--- config.mk ---
export PLATFORM = sky130hd
export DESIGN_NAME = load_store_unit
export DESIGN_NICKNAME = d
export VERILOG_FILES = /design/src/rtl/load_store_unit_pkg.sv /design/src/rtl/lsu_load_align.sv /design/src/rtl/load_store_unit.sv
export SDC_FILE = /design/constraint.sdc
export NUM_CORES = 1
export LEC_CHECK = 0
export ABC_AREA = 0
export CORE_UTILIZATION = 39
export DETAILED_ROUTE_END_ITERATION = 10
export GPL_TIMING_DRIVEN = 0
export PLACE_DENSITY = 0.82
export SLEW_MARGIN = 0
export SYNTH_ARGS = -nofsm -noshare
export SYNTH_HDL_FRONTEND = slang
export SYNTH_SLANG_ARGS = --single-unit
export TNS_END_PERCENT = 5
--- constraint.sdc ---
create_clock -name clk -period 1.9 [get_ports clk]
set_clock_uncertainty 0.2 [all_clocks]
set_input_delay 0.38 -clock clk [delete_from_list [all_inputs] [get_ports clk]]
set_output_delay 0.38 -clock clk [all_outputs]
set_load 0.05 [all_outputs]
--- src/rtl/load_store_unit_pkg.sv ---
// Shared types and constants for the load/store unit.
package load_store_unit_pkg;

    localparam int DATA_WIDTH = 32;

    typedef enum logic [1:0] {
        IDLE   = 2'd0,
        REQ    = 2'd1,
        WAIT_R = 2'd2,
        DONE   = 2'd3
    } lsu_state_e;

    localparam logic [2:0] FUNCT3_LB  = 3'b000;
    localparam logic [2:0] FUNCT3_LH  = 3'b001;
    localparam logic [2:0] FUNCT3_LW  = 3'b010;
    localparam logic [2:0] FUNCT3_LBU = 3'b100;
    localparam logic [2:0] FUNCT3_LHU = 3'b101;
    localparam logic [2:0] FUNCT3_SB  = 3'b000;
    localparam logic [2:0] FUNCT3_SH  = 3'b001;
    localparam logic [2:0] FUNCT3_SW  = 3'b010;

endpackage

--- src/rtl/lsu_load_align.sv ---
// Load lane selection and sign/zero extension of a returned bus word.
module lsu_load_align (
    input  logic [31:0] i_word,
    input  logic [1:0]  i_addr,
    input  logic [2:0]  i_funct3,
    output logic [31:0] o_data
);
    import load_store_unit_pkg::*;

    logic [7:0]  w_byte;
    logic [15:0] w_half;

    // Pick the addressed lane, then extend according to the load type.
    always_comb begin
        w_byte = i_word[{i_addr, 3'b000} +: 8];
        w_half = i_addr[1] ? i_word[31:16] : i_word[15:0];
        case (i_funct3)
            FUNCT3_LB:  o_data = {{24{w_byte[7]}}, w_byte};
            FUNCT3_LH:  o_data = {{16{w_half[15]}}, w_half};
            FUNCT3_LBU: o_data = {24'd0, w_byte};
            FUNCT3_LHU: o_data = {16'd0, w_half};
            default:    o_data = i_word;
        endcase
    end

endmodule

--- src/rtl/load_store_unit.sv ---
// MEM-stage load/store unit: one bus transaction per access, stalling the pipe.
module load_store_unit #(
    parameter int DATA_WIDTH = load_store_unit_pkg::DATA_WIDTH
) (
    input  logic                  clk,
    input  logic                  rst_n,
    input  logic                  mem_read_i,
    input  logic                  mem_write_i,
    input  logic [2:0]            funct3_i,
    input  logic [DATA_WIDTH-1:0] addr_i,
    input  logic [DATA_WIDTH-1:0] wr_data_i,
    output logic [DATA_WIDTH-1:0] rd_data_o,
    output logic                  stall_o,
    output logic                  access_err_o,
    output logic                  bus_req_o,
    output logic                  bus_we_o,
    output logic [DATA_WIDTH-1:0] bus_addr_o,
    output logic [3:0]            bus_be_o,
    output logic [DATA_WIDTH-1:0] bus_wdata_o,
    input  logic                  bus_gnt_i,
    input  logic                  bus_rvalid_i,
    input  logic [DATA_WIDTH-1:0] bus_rdata_i
);
    import load_store_unit_pkg::*;

    lsu_state_e r_state, w_next;

    logic                  r_we;
    logic [DATA_WIDTH-1:0] r_addr;
    logic [3:0]            r_be;
    logic [DATA_WIDTH-1:0] r_wdata;
    logic [2:0]            r_funct3;
    logic [1:0]            r_addr_lo;
    logic [DATA_WIDTH-1:0] r_rd_data;

    logic                  w_pending;
    logic                  w_store;
    logic                  w_f3_ok;
    logic                  w_misalign;
    logic                  w_legal;
    logic                  w_go;
    logic                  w_stall;
    logic                  w_err;
    logic                  w_req;
    logic [3:0]            w_be;
    logic [DATA_WIDTH-1:0] w_wdata;
    logic [DATA_WIDTH-1:0] w_load_data;

    // A store wins when both read and write are requested.
    assign w_pending = mem_read_i | mem_write_i;
    assign w_store   = mem_write_i;

    // Legality: funct3 must be defined for the access kind and the address naturally aligned.
    always_comb begin
        if (w_store)
            w_f3_ok = (funct3_i == FUNCT3_SB) || (funct3_i == FUNCT3_SH) ||
                      (funct3_i == FUNCT3_SW);
        else
            w_f3_ok = (funct3_i == FUNCT3_LB) || (funct3_i == FUNCT3_LH) ||
                      (funct3_i == FUNCT3_LW) || (funct3_i == FUNCT3_LBU) ||
                      (funct3_i == FUNCT3_LHU);
        w_misalign = ((funct3_i[1:0] == 2'b01) && addr_i[0]) ||
                     ((funct3_i[1:0] == 2'b10) && (addr_i[1:0] != 2'b00));
        w_legal    = w_f3_ok && !w_misalign;
    end

    // Byte enables and lane-replicated write data from access size and address.
    always_comb begin
        w_be    = 4'b1111;
        w_wdata = wr_data_i;
        case (funct3_i[1:0])
            2'b00: begin
                w_be    = 4'b0001 << addr_i[1:0];
                w_wdata = {4{wr_data_i[7:0]}};
            end
            2'b01: begin
                w_be    = addr_i[1] ? 4'b1100 : 4'b0011;
                w_wdata = {2{wr_data_i[15:0]}};
            end
            default: begin
                w_be    = 4'b1111;
                w_wdata = wr_data_i;
            end
        endcase
    end

    // State register; reset abandons any in-flight transaction.
    always_ff @(posedge clk or negedge rst_n) begin
        if (!rst_n) r_state <= IDLE;
        else        r_state <= w_next;
    end

    // Next state and control outputs.
    always_comb begin
        w_next  = r_state;
        w_stall = 1'b0;
        w_err   = 1'b0;
        w_req   = 1'b0;
        w_go    = 1'b0;
        case (r_state)
            IDLE: begin
                if (w_pending) begin
                    if (w_legal) begin
                        w_go    = 1'b1;
                        w_stall = 1'b1;
                        w_next  = REQ;
                    end else begin
                        w_err   = 1'b1;
                    end
                end
            end
            REQ: begin
                w_stall = 1'b1;
                w_req   = 1'b1;
                if (bus_gnt_i) w_next = r_we ? DONE : WAIT_R;
            end
            WAIT_R: begin
                w_stall = 1'b1;
                if (bus_rvalid_i) w_next = DONE;
            end
            DONE: begin
                // Always drop back: the pipe advances this cycle, so the
                // still-visible request belongs to the finished instruction.
                w_next = IDLE;
            end
            default: w_next = IDLE;
        endcase
    end

    // Capture bus fields on acceptance; they stay put through REQ.
    always_ff @(posedge clk or negedge rst_n) begin
        if (!rst_n) begin
            r_we      <= 1'b0;
            r_addr    <= '0;
            r_be      <= 4'b0000;
            r_wdata   <= '0;
            r_funct3  <= 3'b000;
            r_addr_lo <= 2'b00;
        end else if (w_go) begin
            r_we      <= w_store;
            r_addr    <= {addr_i[DATA_WIDTH-1:2], 2'b00};
            r_be      <= w_be;
            r_wdata   <= w_wdata;
            r_funct3  <= funct3_i;
            r_addr_lo <= addr_i[1:0];
        end
    end

    lsu_load_align u_align (
        .i_word   (bus_rdata_i),
        .i_addr   (r_addr_lo),
        .i_funct3 (r_funct3),
        .o_data   (w_load_data)
    );

    // Load result updates only when read data returns.
    always_ff @(posedge clk or negedge rst_n) begin
        if (!rst_n)                                    r_rd_data <= '0;
        else if ((r_state == WAIT_R) && bus_rvalid_i)  r_rd_data <= w_load_data;
    end

    assign rd_data_o    = r_rd_data;
    assign stall_o      = w_stall;
    assign access_err_o = w_err;
    assign bus_req_o    = w_req;
    assign bus_we_o     = r_we;
    assign bus_addr_o   = r_addr;
    assign bus_be_o     = r_be;
    assign bus_wdata_o  = r_wdata;

endmodule

Word-level counts from Yosys, hierarchy flattened
Index checks and enable logic that the tools add are counted.
- register bits after elaboration: 106
- bits in latches: 0
- RAM bits: 0
- ROM bits: 0
- input bits: 105
- output and inout port bits: 104
- word-level logic and storage cells: 64
- memories kept: 0
- add/subtract/negate cells: 0
- multiply operators: 0
- divide/modulo/power cells: 0
- $lt $le $gt $ge: 0
- equality and inequality tests: 16
- shifts and indexed selects: 2
- multiplexer cells: 20
- bitwise logic cells: 1
- reduce and logical (&&, ||, !) cells: 17
- operator list (cell ; count):
    one-hot mux 32 bit (4 select lines) ; 1
    one-hot mux 32 bit (2 select lines) ; 1
    indexed part select 32 x 6 -> 8 bit ; 1
    2-to-1 mux 16 bit ; 1
    == test 3 bit, second input constant ; 4
    2-to-1 mux 1 bit ; 9
    2-to-1 mux 2 bit ; 4
    != test 2 bit, second input constant ; 4
    one-hot mux 2 bit (4 select lines) ; 1
    one-hot mux 4 bit (2 select lines) ; 1
    == test 2 bit, second input constant ; 3
    == test 3 x 1 -> 1 bit, second input constant ; 2
    logical NOT 3 bit ; 2
    logical OR 1 bit ; 5
    == test 2 x 1 -> 1 bit, second input constant ; 2
    logical AND 1 bit ; 4
    logical NOT 2 bit ; 2
    2-to-1 mux 4 bit ; 1
    AND reduction 4 bit ; 1
    left shift 1 x 2 -> 4 bit, first input constant ; 1
    == test 3 x 2 -> 1 bit, second input constant ; 1
    one-hot mux 1 bit (2 select lines) ; 1
    nonzero test 2 bit ; 1
    OR reduction 2 bit ; 1
    2 further kinds ; 2

Longest topological paths before layout
- depth after elaboration: 10
- depth in mapped cells: 8
- mapped depth without buffers: 6

Modules after synthesis
A second synthesis with hierarchy kept.
- cell total of the unflattened synthesis: 454
- area, all modules: 5286.3 sq um
- modules (own cells, without submodules) (module ; instances ; cells an instance ; area an instance (sq um) ; sequential area each (sq um)):
    load_store_unit ; 1 ; 336 ; 4525.6 ; 2652.5
    lsu_load_align ; 1 ; 118 ; 760.7 ; 0.0

Worst setup path after synthesis
OpenSTA, ideal clock, no wires.
- kind: register to output
- start point: reg r_state[0]
- end point: out stall_o
- data arrival time: 2108 ps
- data required time: 1320 ps
- path slack: -788 ps
- stages on the path, launching flop included: 8
- buffers on the path: 2
- cell sequence: dfrtp_1 > inv_1 > ha_1 > o21ai_0 > o21bai_1 > buf_4 > buf_2 > a21oi_1
- word-level cells in the longest chain between the ends: 3
- elaborated cells on any way between the ends: 5
- ends and longest elaborated chain (what ; line ; source):
    start: declaration ; load_store_unit.sv:26 ; lsu_state_e r_state, w_next;
    start signal: assignment ; load_store_unit.sv:90 ; else r_state <= w_next;
    == test 2 bit / == test 2 x 1 -> 1 bit (equally long branches) ; load_store_unit.sv:100 ; case (r_state)
    OR reduction 2 bit (no line) ; n/a ;
    one-hot mux 1 bit (2 select lines) (*) ; load_store_unit.sv:100 ;
    end: declaration ; load_store_unit.sv:13 ; output logic stall_o,
Mark *: on every way between the ends. The rest lies on a longest branch, timed or not.

Worst setup path after layout
- start point: reg r_state[1]
- end point: out stall_o
The elaborated chain is that of the path after synthesis.

==> results.cfg <==
[sta]
finalHoldViolCount = 0
min_period_ns = 2.32
setup_violations = 31
rsz0062_at_grt = true
slew_viol_final = 0
max_freq_ghz = 0.430
timing.hold.ws_ns = 0.266
worst_slack_ns = -0.424
worst_pin_slew_ns = 0.957
slew_headroom_pct = 36.0
fin_crit_sh_pct = 122

[global_routing]
overflow = 0
grt_max_degree = 57
grt_pass1_vias = 4754
antenna_found_initial = 1
grt_pass1_wl_microns = 24500
gr-usage-all-layers_pct = 24.1

[cells_and_area]
layout-drive-gt1-share_pct = 18.4
final_area_sq_um = 7900
area_delta_synth_final_pct = 55.6
num-nets-final = 813
fin_util_pct = 62.3
regArea_sq_um = 2660
fill_cells = 1060
multi_input_area_sq_um = 2350

[cts]
clk_root_buffer_cell = clkbuf_16
cts_sinks = 106
cts_tree = done
cts-buffers-inserted = 9
clock_latency_ns = 0.35
cts_max_path_buffers = 2
cts_max_level = 3
clkSlewWorstSetupHoldPaths_ns = 0.07

[logic_synthesis]
synth.most_common_cell = dfrtp_1
synth_area_sq_um = 5080
synth_compound_area_share_pct = 13.4
ys_types = 38
ys.flop_type = dfrtp_1
synthSimpleGateAreaFrac_pct = 10.4
async_flop_share_pct = 100
synth_top_area_cell = dfrtp_1
yosysWarnings = 0
synth_common_cells = dfrtp_1, o21ai_0, nand2_1, nor2_1, mux2_4
synth_top_family_by_area = multiplexers
synth_top_area_share_pct = 52.3
synth-xor-area-share_pct = 0
ys_ff_latch = 106
synthCells = 471
synth_edf_count = 0
synthAdderAreaFrac_pct = 1.23
postSynthAreaPerCell_sq_um = 10.8
muxShareOfSynthArea_pct = 18.6
synth.area.top_cells = dfrtp_1, mux2_4, o21ai_0, mux2i_1, mux2_2
yosysSeqAreaShare_pct = 52.3

[critical_path]
rr_startpoint = r_state[1]$_DFFE_PN0P_
path_max_fanout = 2
reg2reg_depth = 8
arrival_ns = 1.74
end_kind = output port
crit_path_start_kind = register
worstPathRequired_ns = 1.32
timing.rr.end = bus_addr_o[5]$_DFFE_PN0P_
ff2ff_setup_slack_ns = -0.08
worstSetupPathType = reg2out
crit_path_start = r_state[1]$_DFFE_PN0P_

[routing]
drt-initial-drc-count = 360
wl_microns = 15900
dr.pass1.iters = 4
num_vias = 4550
via_per_inst = 5.17
drcViolationCount = 0
wire_per_inst_microns = 18.1
antenna_left = 0

[floorplan]
fp.dieH_microns = 116
initial_core_util_pct = 40.1
core-area_sq_um = 12700
num_io_pins = 209
die_w_microns = 116
rows = 41
die_area_sq_um = 13500

[placed_design]
place.port_buffers = 206
hpwl_microns = 11700
dp_slack_ns = -1.43
place_area_sq_um = 7460
finalWeightedCongestion = 0.897

[hold_path]
holdCritPathClass = in2reg
min_to = rd_data_o[23]$_DFFE_PN0P_
hold_start = bus_rdata_i[23]
holdPathStages = 3

[run_status]
violations = negative setup slack
outcome = finished, violations left

[power]
power.leakage_uw = 0.00374
power_density_nw_per_um2 = 1890
irDropWorstVdd_uv = 1480

[flow_run]
maxCapViolCount = 0
cells in the final DEF, fill, tap and decap left out, types with 3 or more instances in the layout:
| master | n |
|---|---|
| a21oi_1 | 23 |
| buf_8 | 7 |
| nand3_1 | 14 |
| mux2_4 | 29 |
| buf_4 | 21 |
| a211oi_1 | 3 |
| dfrtp_1 | 104 |
| clkbuf_1 | 10 |
| a22o_1 | 5 |
| nand2_1 | 56 |
| clkdlybuf4s15_1 | 3 |
| o21ai_0 | 50 |
| mux2i_1 | 26 |
| ha_1 | 3 |
| nor3_1 | 8 |
| a311oi_1 | 4 |
| clkdlybuf4s15_2 | 3 |
| o21ai_1 | 7 |
| dlygate4sd2_1 | 98 |
| clkbuf_16 | 9 |
| a22oi_1 | 8 |
| buf_6 | 5 |
| buf_2 | 4 |
| nor2_1 | 38 |
| mux2_2 | 20 |
| inv_1 | 6 |
| clkdlybuf4s50_1 | 96 |
| inv_2 | 3 |
per-stage QoR:
step / instances / TNS [ns] / total power (uW)
after floorplan: 472 / -0.144 / 10100
after global placement: 850 / -439.15 / 13100
after detailed placement: 851 / -56.86 / 13300
after CTS: 878 / -2.02 / 14900
after global routing: 880 / -4.28 / 15700
final: 880 / -2.56 / 14900
per-layer routing:
metal  track usage, %  vias to the layer above  wire length, microns
met4             9.06                        0                   267
met1             27.2                     2192                  6070
met3             8.37                       23                  1620
met2             41.8                      223                  7960
met5                0                        -                     0
li1                 -                     2112                     -
final cells by class:
cell class,instances,area share (%)
timing repair buffer,221,26.4
clock inverter,5,0.998
clock buffer,10,2.90
sequential,106,33.6
inverter,9,0.428
buffer,33,3.17
tap,172,2.72
antenna,1,0.0317
multi-input combinational,323,29.8
power by group:
group | internal [uW] | switching [uW] | total (uW)
Sequential | 3360 | 669 | 4030
Clock | 1150 | 853 | 2000
Combinational | 2870 | 6050 | 8910
Total | 7380 | 7570 | 14900
critical path: stages, from the launching register on:
cell	delay, ns
dfrtp_1	0.40
inv_2	0.09
ha_4	0.15
o21ai_4	0.05
o21bai_4	0.19
buf_8	0.13
buf_8	0.11
a21oi_4	0.11
buf_6	0.17
repair_timing:
action	in CTS	in global routing
resized for setup	158	41
gates cloned	0	0
pin swaps	6	3
hold buffers	1	0
endpoints found under the hold margin	50	0
setup endpoints to repair	208	98
buffers inserted	12	1
state kept, by name, indices dropped and copies added (netlist names):
| name | flops |
|---|---|
| rd_data_o | 32 |
| bus_be_o | 4 |
| r_funct3 | 3 |
| bus_we_o | 1 |
| r_state | 2 |
| bus_wdata_o | 32 |
| bus_addr_o | 30 |
| r_addr_lo | 2 |
kinds of logic (layout without fill, tap and decap cells):
logic type / Yosys count / after routing
muxes: 76 / 76
AOI/OAI and AO/OA: 114 / 114
other: 1 / 3
buffers and inverters: 43 / 278
adders and majority gates: 5 / 5
DFF: 106 / 106
and+or+nand+nor: 126 / 126
worst max path at each step:
stage                                      to  slack (ns)
CTS                                   stall_o       -0.45
finish                                stall_o       -0.42
global placement    rd_data_o[10]$_DFFE_PN0P_       -3.65
detailed placement                    stall_o       -1.43
global route                          stall_o       -0.49
floorplan                             stall_o       -0.14
Power figures use the tool's default switching activity.
